$ cat src/rtl/byte_stream_tx.sv
// Serialises WORD_BYTES-wide words onto an 8-bit line, LSB first. The first byte follows acceptance by one cycle,
// and tx_done fires DRAIN cycles after the last byte. s_ready drops during a word and during drain; only the final byte slot may reload.
module byte_stream_tx #(
  parameter int WORD_BYTES = 4,
  parameter int DRAIN      = 4
) (
  input  logic                    clk,
  input  logic                    rst_n,
  input  logic                    s_valid,
  output logic                    s_ready,
  input  logic [8*WORD_BYTES-1:0] s_data,
  input  logic                    s_last,
  output logic [7:0]              tx_data,
  output logic                    tx_en_n,
  output logic                    tx_done,
  output logic                    busy
);

  localparam int CW = (WORD_BYTES > 1) ? $clog2(WORD_BYTES) : 1;
  localparam int DW = (DRAIN > 1) ? $clog2(DRAIN + 1) : 1;
  localparam logic [CW-1:0] CNT_LAST = CW'(WORD_BYTES - 1);
  localparam logic [DW-1:0] DCNT_LAST = DW'(DRAIN);
  localparam logic [DW-1:0] DCNT_PRE  = DW'(DRAIN - 1);

  typedef enum logic [1:0] {S_IDLE, S_SEND, S_DRAIN} state_t;

  state_t                  r_state;
  logic [CW-1:0]           r_cnt;
  logic [DW-1:0]           r_dcnt;
  logic                    r_last;
  logic [8*WORD_BYTES-1:0] r_word;
  logic [7:0]              r_tx_data;
  logic                    r_tx_en_n;
  logic                    r_tx_done;
  logic                    r_busy;
  logic                    w_ready;
  logic                    w_accept;

  // Ready comes from registered state only; rst_n gates it so nothing is taken during reset.
  assign w_ready  = rst_n && ((r_state == S_IDLE) ||
                    ((r_state == S_SEND) && (r_cnt == CNT_LAST) && !r_last));
  assign w_accept = s_valid && w_ready;

  assign s_ready = w_ready;
  assign tx_data = r_tx_data;
  assign tx_en_n = r_tx_en_n;
  assign tx_done = r_tx_done;
  assign busy    = r_busy;

  always_ff @(posedge clk) begin
    if (!rst_n) begin
      r_state   <= S_IDLE;
      r_cnt     <= '0;
      r_dcnt    <= '0;
      r_last    <= 1'b0;
      r_word    <= '0;
      r_tx_data <= 8'h00;
      r_tx_en_n <= 1'b1;
      r_tx_done <= 1'b0;
      r_busy    <= 1'b0;
    end else begin
      case (r_state)
        S_IDLE: begin
          if (w_accept) begin
            r_state   <= S_SEND;
            r_cnt     <= '0;
            r_last    <= s_last;
            r_word    <= s_data >> 8;
            r_tx_data <= s_data[7:0];
            r_tx_en_n <= 1'b0;
            r_busy    <= 1'b1;
          end
        end
        S_SEND: begin
          if (r_cnt == CNT_LAST) begin
            if (w_accept) begin
              r_cnt     <= '0;
              r_last    <= s_last;
              r_word    <= s_data >> 8;
              r_tx_data <= s_data[7:0];
            end else if (r_last) begin
              r_state   <= S_DRAIN;
              r_cnt     <= '0;
              r_dcnt    <= DW'(1);
              r_tx_data <= 8'h00;
              r_tx_en_n <= 1'b1;
              r_tx_done <= (DRAIN == 1);
            end else begin
              // Frame stays open (busy held) while waiting for its next word.
              r_state   <= S_IDLE;
              r_cnt     <= '0;
              r_tx_data <= 8'h00;
              r_tx_en_n <= 1'b1;
            end
          end else begin
            r_cnt     <= r_cnt + CW'(1);
            r_tx_data <= r_word[7:0];
            r_word    <= r_word >> 8;
          end
        end
        S_DRAIN: begin
          if (r_dcnt == DCNT_LAST) begin
            r_state   <= S_IDLE;
            r_dcnt    <= '0;
            r_tx_done <= 1'b0;
            r_busy    <= 1'b0;
          end else begin
            r_dcnt    <= r_dcnt + DW'(1);
            r_tx_done <= (r_dcnt == DCNT_PRE);
          end
        end
        default: begin
          r_state <= S_IDLE;
        end
      endcase
    end
  end

endmodule

$ cat config.mk
export PLATFORM = sky130hd
export DESIGN_NAME = byte_stream_tx
export DESIGN_NICKNAME = d
export VERILOG_FILES = /design/src/rtl/byte_stream_tx.sv
export SDC_FILE = /design/constraint.sdc
export NUM_CORES = 1
export LEC_CHECK = 0
export CORE_ASPECT_RATIO = 1.2
export CORE_UTILIZATION = 35
export DETAILED_ROUTE_END_ITERATION = 16
export PLACE_DENSITY_LB_ADDON = 0.1
export RECOVER_POWER = 50
export SLEW_MARGIN = 30
export SYNTH_ARGS = -nofsm -noshare
export SYNTH_HDL_FRONTEND = slang
export SYNTH_SLANG_ARGS = --single-unit
$ cat constraint.sdc
create_clock -name clk -period 2.75 [get_ports clk]
set_input_delay 0.55 -clock clk [delete_from_list [all_inputs] [get_ports clk]]
set_output_delay 0.55 -clock clk [all_outputs]
set_load 0.02 [all_outputs]
==> metrics.log, run 1 <==
[metrics] final layout net count: roughly 400
[metrics] via/cell ratio: 4.82
[metrics] path category of the worst min-delay check: flip-flop to flip-flop
[metrics] mean area per synthesized cell: about 7.8 sq um
[metrics] most area-hungry cell type in the Yosys netlist: sky130_fd_sc_hd__dfxtp_1
[metrics] Die Outline Area: 7320 sq um
[metrics] Setup TNS Final: 0 ns
[metrics] post-synth top area share: 41.8%
[metrics] top cells by area in the synthesized netlist: sky130_fd_sc_hd__dfxtp_1, sky130_fd_sc_hd__nand2_1, sky130_fd_sc_hd__a22oi_1
[metrics] register area share after synthesis: approximately two fifths
[metrics] via count of the first global-routing pass: about 1900
[metrics] antenna violations before repair: 0
[metrics] core area: 6770 sq um
[metrics] cell at the root of the clock tree: sky130_fd_sc_hd__clkbuf_8
[metrics] final number of max-transition violations: 0
[metrics] Initial Util: approximately 36%
[metrics] average detailed-routed wire length per instance: 12.6 um
[metrics] worst-skew pair later-pin latency: approximately 0.30 ns
[metrics] number of register bits inferred by synthesis: about 50
[metrics] layout overhead on the synthesized area: 27.0%
[metrics] number of buffers created by CTS: 5
[metrics] main combinational cell family by area after synthesis: simple AND/OR/NAND/NOR gates
[metrics] count of routing violations after the opening detailed-route iteration: 117
[metrics] most used flip-flop cell after synthesis: sky130_fd_sc_hd__dfxtp_1
[metrics] ANT cells: 0
[metrics] max-slew headroom at the worst pin: 34.7%
[metrics] count of boundary I/O pins: between 40 and 50
[metrics] mux contribution to synthesized area: 0.871%
[metrics] fin crit share: about nine tenths
[metrics] maximum level of the CTS H-tree: 2
[metrics] Setup-failing EPs final: 0
[metrics] most used cells in the layout excluding fill and tap cells: sky130_fd_sc_hd__nand2_1, sky130_fd_sc_hd__dfxtp_1, sky130_fd_sc_hd__clkdlybuf4s50_1, sky130_fd_sc_hd__nand2b_1, sky130_fd_sc_hd__a22oi_1
[metrics] commonest non-fill, non-tap cell in the layout: sky130_fd_sc_hd__nand2_1
[metrics] area share of fa/ha/maj cells after synthesis: approximately 2.0%
[metrics] actual slew at the worst max-slew pin: a little under 1 ns
[metrics] DRT Wirelength: 5600 um
[metrics] post-CTS setup buffer count: 0
[metrics] cell area after technology mapping: between 2000 and 2500 sq um
[metrics] Synth async-reset ratio: 0%
[metrics] number of buffers inserted for hold repair after clock tree synthesis: 0
[metrics] EDFF count, synth: 0
[metrics] WS Path Type: primary input to primary output
[metrics] critical path required time: 2.20 ns
[metrics] post-synth cell types: 31
[metrics] startpoint type of the worst setup path: primary input
[metrics] Final Critical Period: roughly 2.5 ns
[metrics] Crit path arrival time: 1.95 ns
[metrics] final worst clock skew: 0.00769 ns
[metrics] clock transition at the registers of the reported paths: approximately 0.09 ns
[metrics] static power due to leakage: 1.19 nW
[metrics] filler cell count in the final layout: just over 700
[metrics] number of iterations in the first detailed-routing pass: 4
[metrics] grt ovf: 0
[metrics] routability-driven placement congestion ratio: 0.708
[metrics] xor and xnor fraction of the mapped netlist area: 0%
[metrics] Resize count post-CTS: 0
[metrics] filler-free cell count of the finished design: 445
[metrics] number of sinks driven by the clock tree: 51
[metrics] count of port buffers added during placement: 47
[metrics] final count of hold timing violations: 0
[metrics] die span in y: 93.5 um
[metrics] Reg2Reg Setup Slack: 0.55 ns
[metrics] Clock Tree Buf Depth: 2
[metrics] routed vias: 2144
[metrics] status: completed
[metrics] proportion of layout cells with a drive suffix above 1: 5.03%
[metrics] clock tree from TritonCTS: done
[metrics] gate count after technology mapping: between 300 and 400
[metrics] number of cells in the design after placement: ~440
[metrics] maximum VDD drop: 0.000238 V
[metrics] Setup crit end kind: primary output
[metrics] pwr/cell area: a little over 500 nW/um^2
[metrics] Fmax: roughly 400 MHz
[metrics] simple-gate share of the synthesized area: a little over a quarter
[metrics] setup repair after global routing missed its margin: no
[metrics] drt drc: 0
[metrics] Synth Net Count: approximately 360
[metrics] Critical Path Fanout Max: 2
[metrics] Die Span X: around 78 um
[metrics] post-synthesis compound-gate area fraction: 23.9%
[metrics] sum of net half-perimeters after detailed placement: 3590 um
[metrics] Total Routing Usage GR: 16.1%
[metrics] number of max-cap violations: 0
[metrics] standard-cell rows: 33
[metrics] count of antenna-violating nets left after detailed routing: 0
[metrics] Yosys Warn Count: 0
[metrics] first-pass GRT wire length: between 9000 and 10000 um
[metrics] largest net degree at the start of global routing: 61
## final timing paths
check	startpoint	to	cells after the start
max	rst_n	s_ready	4
min	r_word[28]	r_word[28]	1
min reg2reg	r_word[28]	r_word[28]	1
max reg2reg	r_cnt[0]	r_word[11]	6
## cells in the mapped netlist (5+ instances only)
cell type	instances
sky130_fd_sc_hd__dfxtp_1	51
sky130_fd_sc_hd__a22oi_1	25
sky130_fd_sc_hd__a31oi_1	9
sky130_fd_sc_hd__nand2_1	92
sky130_fd_sc_hd__a21oi_1	9
sky130_fd_sc_hd__buf_2	13
sky130_fd_sc_hd__o21ai_0	21
sky130_fd_sc_hd__nand2b_1	27
sky130_fd_sc_hd__and2_1	10
sky130_fd_sc_hd__nor2b_1	5
sky130_fd_sc_hd__o21ai_1	18
## per-layer routing
metal / wire length (um) / part of all wire (%) / GRT usage (%) / vias up
met1: 2770 / 50 / 21.9 / 946
met4: 42 / 0.75 / 4.63 / 0
li1: - / - / - / 1156
met3: 213 / 3.8 / 3.61 / 4
met2: 2570 / 46 / 25.3 / 38
met5: 0 / 0 / 0 / -
## state kept, by name (all words and copies together) (netlist names)
register	count
busy	1
r_cnt	2
tx_data	8
r_dcnt	3
r_state	2
tx_en_n	1
r_word	32
tx_done	1
r_last	1
## critical path, cell delays in order
cell                              delay, ns
sky130_fd_sc_hd__dlygate4sd3_1         0.55
sky130_fd_sc_hd__nand2b_1              0.11
sky130_fd_sc_hd__a21oi_1               0.13
sky130_fd_sc_hd__clkdlybuf4s50_1       0.61
## through the flow
step | setup WS, ns | util, % | power [mW] | hold WS (ns) | instance area [sq um]
after floorplan | 1.13 | - | 0.946 | 0.431 | 2440
after global placement | 0.330 | 44.2 | 1.07 | 0.443 | 3000
after detailed placement | 0.308 | 44.2 | 1.07 | 0.446 | 3000
after CTS | 0.278 | 46.0 | 1.62 | 0.472 | 3110
after global routing | 0.133 | 45.8 | 1.66 | 0.477 | 3100
final | 0.248 | 45.8 | 1.59 | 0.467 | 3100
## area by class of cell
type                    count  area, sq um  share of cell area (%)
multi-input cells         240         1310                    42.2
flip-flops and latches     51         1020                    32.9
repair buffers             55          532                    17.1
well taps                  87          109                    3.51
clock buffers               6         82.6                    2.66
clock inverters             2         35.0                    1.13
inverters                   4         15.0                   0.484
## kinds of logic (layout without fill, tap and decap cells)
family / after synthesis / after routing
AOI/OAI and AO/OA: 92 / 92
adders and majority gates: 4 / 4
buffers and inverters: 24 / 67
DFF: 51 / 51
muxes: 2 / 2
and+or+nand+nor: 142 / 142
## where the power goes
part / switching (mW) / internal [mW]
combinational: 0.117 / 0.113
sequential: 0.0312 / 0.780
clock: 0.250 / 0.295
Power figures use the tool's default switching activity.
==> inputs of run 2 (changes only) <==
CAP_MARGIN = 20   (was unset)
CORE_UTILIZATION = 40   (was 35)
SETUP_SLACK_MARGIN = 0.1   (was unset)
==> run 2 against run 1 <==
Worst setup slack improved by 0.036 ns. Wire length fell by 0.71%. Critical path depth did not move. Final cell count fell by 1.1%. Via count rose by 1.3%. First-iteration DRC count fell by 23%. Worst hold slack improved by 0.0016 ns. Final area barely moved. Utilization rose by 7.8 points. Global-route usage rose by 3.0 points. Sequential cell count did not move. Maximum frequency rose by 1.5%. Critical path type is now flip-flop to primary output. Largest cell class unchanged.
==> metrics.log, run 2 (synthesis results as in run 1) <==
[metrics] number of cells in the design after placement: between 400 and 500
[metrics] Setup-failing EPs final: 0
[metrics] count of antenna-violating nets left after detailed routing: 0
[metrics] standard-cell rows: 30
[metrics] count of boundary I/O pins: between 40 and 50
[metrics] DRT Wirelength: 5560 um
[metrics] final count of hold timing violations: 0
[metrics] Worst path depth: 4
[metrics] clock transition at the registers of the reported paths: 0.10 ns
[metrics] maximum level of the CTS H-tree: 2
[metrics] first-pass GRT wire length: 9530 um
[metrics] cell at the root of the clock tree: sky130_fd_sc_hd__clkbuf_8
[metrics] clock tree from TritonCTS: done
[metrics] final worst slack: approximately 0.28 ns
[metrics] worst-skew pair later-pin latency: between 0.3 and 0.4 ns
[metrics] number of iterations in the first detailed-routing pass: 4
[metrics] origin of the critical flop-to-flop path: r_state[1]
[metrics] number of max-cap violations: 0
[metrics] Setup crit end kind: primary output
[metrics] WS Path Type: flip-flop to primary output
[metrics] post-CTS setup buffer count: 0
[metrics] static power due to leakage: between 1 and 1.5 nW
[metrics] critical path, cell by cell: ha_1 -> nand2b_1 -> a21oi_1 -> clkdlybuf4s50_1
[metrics] Setup WS pre-CTS: between 0.3 and 0.4 ns
[metrics] path category of the worst min-delay check: flip-flop to flip-flop
[metrics] final number of max-transition violations: 0
[metrics] Final Critical Period: approximately 2.5 ns
[metrics] antenna violations before repair: 0
[metrics] startpoint type of the worst setup path: flip-flop
[metrics] post-detailed-placement cell area: around 3000 sq um
[metrics] max-slew headroom at the worst pin: approximately 34%
[metrics] status: completed
[metrics] routability-driven placement congestion ratio: 0.758
[metrics] grt ovf: 0
[metrics] final layout net count: around 400
[metrics] sum of buffers and inverters on the critical path: 1
[metrics] critical path required time: between 2 and 2.5 ns
[metrics] Die Outline Area: between 6000 and 7000 sq um
[metrics] via count of the first global-routing pass: slightly above 2000
[metrics] sum of net half-perimeters after detailed placement: 3680 um
[metrics] drt drc: 0
[metrics] end point of the worst hold path: r_word[28]
[metrics] actual slew at the worst max-slew pin: ~1 ns
[metrics] flip-flop count of the largest register, all copies and words added: 32
[metrics] count of routing violations after the opening detailed-route iteration: 90
[metrics] layout overhead on the synthesized area: 26.9%
[metrics] largest net degree at the start of global routing: 61
[metrics] average detailed-routed wire length per instance: approximately 13 um
[metrics] Final Cell Area: 3100 sq um
[metrics] routed vias: 2172
[metrics] ANT cells: 0
[metrics] depth of the worst hold-timing path: 1
[metrics] via/cell ratio: 4.94
[metrics] setup repair after global routing missed its margin: no
[metrics] filler cell count in the final layout: ~590
[metrics] count of port buffers added during placement: 47
[metrics] Most flops, register: r_word
[metrics] proportion of layout cells with a drive suffix above 1: approximately 5.6%
[metrics] number of buffers created by CTS: 5
[metrics] Total Routing Usage GR: about a fifth
[metrics] depth of the worst register-to-register path: 6
[metrics] Initial Util: 42.3%
[metrics] slowest CP cell: sky130_fd_sc_hd__clkdlybuf4s50_1
[metrics] fin crit share: ~90%
[metrics] Critical Path Fanout Max: 6
[metrics] Resize count post-CTS: 0
[metrics] Power, Total: 1.58 mW
[metrics] Setup TNS Final: 0 ns
[metrics] longest individual stage delay on the worst path: between 0.6 and 0.7 ns
[metrics] number of sinks driven by the clock tree: 51
[metrics] maximum VDD drop: 0.000265 V
[metrics] Fmax: between 400 and 500 MHz
[metrics] most used cells in the layout excluding fill and tap cells: sky130_fd_sc_hd__nand2_1, sky130_fd_sc_hd__dfxtp_1, sky130_fd_sc_hd__clkdlybuf4s50_1, sky130_fd_sc_hd__nand2b_1, sky130_fd_sc_hd__a22oi_1
[metrics] Reg2Reg Setup Slack: around 0.58 ns
[metrics] filler-free cell count of the finished design: 440
[metrics] pwr/cell area: between 500 and 600 nW/um^2
[metrics] Clock Tree Buf Depth: 2
[metrics] Hold Path Origin: r_word[28]
[metrics] Crit path arrival time: 1.92 ns
[metrics] die span in y: ~90 um
[metrics] number of buffers inserted for hold repair after clock tree synthesis: 0
[metrics] final worst clock skew: between 0.005 and 0.006 ns
[metrics] Die Span X: around 73 um
[metrics] cell class contributing the biggest share of worst-path delay: buffers and inverters
[metrics] capturing point of the worst reg2reg path: tx_data[1]
[metrics] core area: about 5800 sq um
[metrics] commonest non-fill, non-tap cell in the layout: sky130_fd_sc_hd__nand2_1
## run 2: cell type report
type	instances	area [sq um]	area share [%]
repair buffers	57	541	17.4
flip-flops and latches	51	1020	32.9
clock inverters	3	47.5	1.53
inverters	4	15.0	0.484
well taps	80	100	3.23
clock buffers	5	68.8	2.22
multi-input cells	240	1310	42.2
## run 2: worst register-to-register path, stage by stage (launching register included)
cell	delay, ns
sky130_fd_sc_hd__dfxtp_1	0.34
sky130_fd_sc_hd__clkbuf_2	0.75
sky130_fd_sc_hd__and2b_1	0.33
sky130_fd_sc_hd__o21ai_0	0.09
sky130_fd_sc_hd__clkbuf_1	0.33
sky130_fd_sc_hd__nand2_1	0.10
sky130_fd_sc_hd__a31oi_1	0.16
## run 2: worst max-delay path by stage
stage,startpoint,to,slack (ns)
floorplan,r_cnt[0],s_ready,1.13
global placement,s_valid,r_word[10],0.30
detailed placement,rst_n,s_ready,0.31
finish,r_cnt[0],s_ready,0.28
CTS,r_cnt[0],s_ready,0.26
global route,rst_n,tx_data[7],0.14
## run 2: power breakdown
part	internal, mW	leakage [nW]	total [mW]	switching [mW]
registers	0.780	0.418	0.811	0.0305
clock network	0.276	0.0587	0.541	0.265
logic	0.114	0.714	0.231	0.117
total	1.17	1.19	1.58	0.412
## run 2: through the flow
stage | utilization [%] | hold slack [ns]
2_1_floorplan | - | 0.431
3_3_place_gp | 51.6 | 0.443
3_5_place_dp | 51.8 | 0.448
4_1_cts | 53.8 | 0.472
5_1_grt | 53.6 | 0.489
6_report | 53.6 | 0.469
## run 2: routing by layer
layer | track usage (%) | routed length, um | vias up | share of wire (%)
li1 | - | - | 1158 | -
met1 | 26.2 | 2780 | 968 | 50
met2 | 30.3 | 2520 | 41 | 45
met3 | 3.68 | 207 | 5 | 3.7
met4 | 5.94 | 55 | 0 | 0.99
met5 | 0 | 0 | - | 0
==> inputs of run 3 (changes only) <==
--- a/config.mk
+++ b/config.mk
@@ -10,2 +10,3 @@
 export CORE_UTILIZATION = 40
+export CTS_CLUSTER_SIZE = 20
 export DETAILED_ROUTE_END_ITERATION = 16
==> constraint.sdc (replaced) <==
create_clock -name clk -period 2.75 [get_ports clk]
set_input_delay 0.825 -clock clk [delete_from_list [all_inputs] [get_ports clk]]
set_output_delay 0.825 -clock clk [all_outputs]
set_load 0.02 [all_outputs]
==> run 3 against run 2 <==
Sequential power hardly changed. Critical path type is now primary input to primary output. Highest routed layer unchanged. Sequential cell count stayed put. Via count is 0.32% higher. Worst hold slack worse by 0.0011 ns. Register-to-register slack hardly changed. Critical endpoint unchanged. Clock skew hardly changed. Total power is 1.7% lower. Non-clock buffer count is 2 higher.
==> metrics.log, run 3 (synthesis results as in run 1) <==
[metrics] status: completed
[metrics] proportion of layout cells with a drive suffix above 1: 6.09%
[metrics] clock tree from TritonCTS: done
[metrics] combinational fraction of design power: between 10% and 20%
[metrics] actual slew at the worst max-slew pin: just under 1 ns
[metrics] routed vias: about 2200
[metrics] startpoint type of the worst setup path: primary input
[metrics] share of power burned in registers: 52.1%
[metrics] Initial Util: between 40% and 50%
[metrics] drt drc: 0
[metrics] grt ovf: 0
[metrics] count of antenna-violating nets left after detailed routing: 0
[metrics] internal power: approximately 1.2 mW
[metrics] final worst clock skew: roughly 0.0056 ns
[metrics] largest net degree at the start of global routing: 61
[metrics] routability-driven placement congestion ratio: between 0.7 and 0.8
[metrics] first-pass GRT wire length: approximately 9000 um
[metrics] fin crit share: approximately 94%
[metrics] setup repair after global routing missed its margin: no
[metrics] via/cell ratio: a little under 5
[metrics] antenna violations before repair: 0
[metrics] Critical Path Fanout Max: 2
[metrics] Setup crit end kind: primary output
[metrics] Switching Power: 0.392 mW
[metrics] most used cells in the layout excluding fill and tap cells: sky130_fd_sc_hd__nand2_1, sky130_fd_sc_hd__dfxtp_1, sky130_fd_sc_hd__clkdlybuf4s50_1, sky130_fd_sc_hd__nand2b_1, sky130_fd_sc_hd__a22oi_1
[metrics] core area: slightly below 6000 sq um
[metrics] maximum VDD drop: roughly 0.00026 V
[metrics] standard-cell rows: 30
[metrics] final number of max-transition violations: 0
[metrics] worst-skew pair later-pin latency: 0.30 ns
[metrics] path category of the worst min-delay check: flip-flop to flip-flop
[metrics] Fmax: just under 400 MHz
[metrics] maximum level of the CTS H-tree: 2
[metrics] number of iterations in the first detailed-routing pass: 4
[metrics] Final Critical Period: approximately 2.6 ns
[metrics] count of routing violations after the opening detailed-route iteration: 84
[metrics] filler-free cell count of the finished design: between 400 and 500
[metrics] Total Routing Usage GR: between 15 and 20%
[metrics] count of boundary I/O pins: between 40 and 50
[metrics] ANT cells: 0
[metrics] number of buffers created by CTS: 5
[metrics] max-slew headroom at the worst pin: a little over a third
[metrics] Setup TNS Final: 0 ns
[metrics] die span in y: roughly 88 um
[metrics] number of max-cap violations: 0
[metrics] number of sinks driven by the clock tree: between 50 and 60
[metrics] Die Outline Area: ~6400 sq um
[metrics] static power due to leakage: around 1.2 nW
[metrics] final count of hold timing violations: 0
[metrics] commonest non-fill, non-tap cell in the layout: sky130_fd_sc_hd__nand2_1
[metrics] Setup-failing EPs final: 0
[metrics] Most flops, register: r_word
[metrics] share of power burned in the clock network: around 33%
[metrics] clock transition at the registers of the reported paths: ~0.09 ns
[metrics] pwr/cell area: 500 nW/um^2
[metrics] average detailed-routed wire length per instance: 11.9 um
[metrics] count of port buffers added during placement: 47
[metrics] sum of net half-perimeters after detailed placement: ~3500 um
[metrics] final layout net count: approximately 400
[metrics] Die Span X: around 73 um
[metrics] number of cells in the design after placement: 434
[metrics] switching portion of total power: about a quarter
[metrics] Final Cell Area: 3110 sq um
[metrics] layout overhead on the synthesized area: 27.4%
[metrics] Clock Tree Buf Depth: 2
[metrics] post-detailed-placement cell area: 3020 sq um
[metrics] cell at the root of the clock tree: sky130_fd_sc_hd__clkbuf_8
[metrics] WS Path Type: primary input to primary output
[metrics] via count of the first global-routing pass: approximately 2000
[metrics] DRT Wirelength: 5260 um
[metrics] flip-flop count of the largest register, all copies and words added: 32
[metrics] Crit path arrival time: roughly 1.8 ns
[metrics] critical path required time: between 1.5 and 2 ns
[run 3: changes by cell type in the layout (fill, tap and decap cells not counted)]
cell,change
sky130_fd_sc_hd__buf_12,+1
sky130_fd_sc_hd__dlygate4sd3_1,+2
sky130_fd_sc_hd__buf_4,+3
sky130_fd_sc_hd__clkinvlp_4,+1
sky130_fd_sc_hd__clkdlybuf4s50_1,-3
sky130_fd_sc_hd__clkinv_4,-1
sky130_fd_sc_hd__and2_1,+1
sky130_fd_sc_hd__and2_0,-1
sky130_fd_sc_hd__inv_6,-1
sky130_fd_sc_hd__buf_6,-1
[run 3: worst paths after layout]
| path | start | endpoint | slack [ns] | cells after the start |
|---|---|---|---|---|
| max | rst_n | s_ready | 0.18 | 4 |
| min | r_word[30] | r_word[30] | 0.47 | 1 |
| max reg2reg | r_state[1] | tx_data[1] | 0.57 | 6 |
| min reg2reg | r_word[30] | r_word[30] | 0.47 | 1 |
[run 3: power by group through the flow]
stage          Combinational, mW  Sequential [mW]  Clock (mW)
5_1_grt                    0.259            0.817       0.554
6_report                   0.232            0.810       0.513
3_5_place_dp               0.243            0.828           0
3_3_place_gp               0.242            0.827           0
2_1_floorplan              0.109            0.838           0
4_1_cts                    0.244            0.811       0.535
[run 3: cell type report]
class	instances	area [sq um]
clock buffers	5	68.8
repair buffers	59	562
inverters	4	15.0
multi-input cells	240	1310
well taps	80	100
fillers	605	2670
flip-flops and latches	51	1020
clock inverters	2	37.5
[run 3: timing repair]
action,in CTS,in global routing
buffers inserted,0,0
hold buffers,0,0
pin swaps,0,0
resized for setup,2,1
endpoints found under the setup margin,1,1
[run 3: metal layers]
layer	up-vias	part of all wire, %	global-route usage, %
met5	-	0	0
met4	0	1.4	5.77
met3	7	3.8	3.45
met2	36	48	30.4
met1	981	47	22.1
li1	1155	-	-
[run 3: metrics by stage]
step	total power, mW	setup slack, ns	util [%]	hold WS [ns]
floorplan	0.946	0.655	-	0.431
global placement	1.07	-0.172	52.2	0.444
detailed placement	1.07	-0.187	52.2	0.445
CTS	1.59	0.113	54.0	0.473
global route	1.63	0.105	53.8	0.481
finish	1.56	0.176	53.8	0.467
[run 3: critical path: stages]
cell and delay [ns]:
sky130_fd_sc_hd__dlygate4sd3_1 0.54, sky130_fd_sc_hd__nand2b_1 0.08, sky130_fd_sc_hd__a21oi_1 0.12, sky130_fd_sc_hd__clkbuf_2 0.18
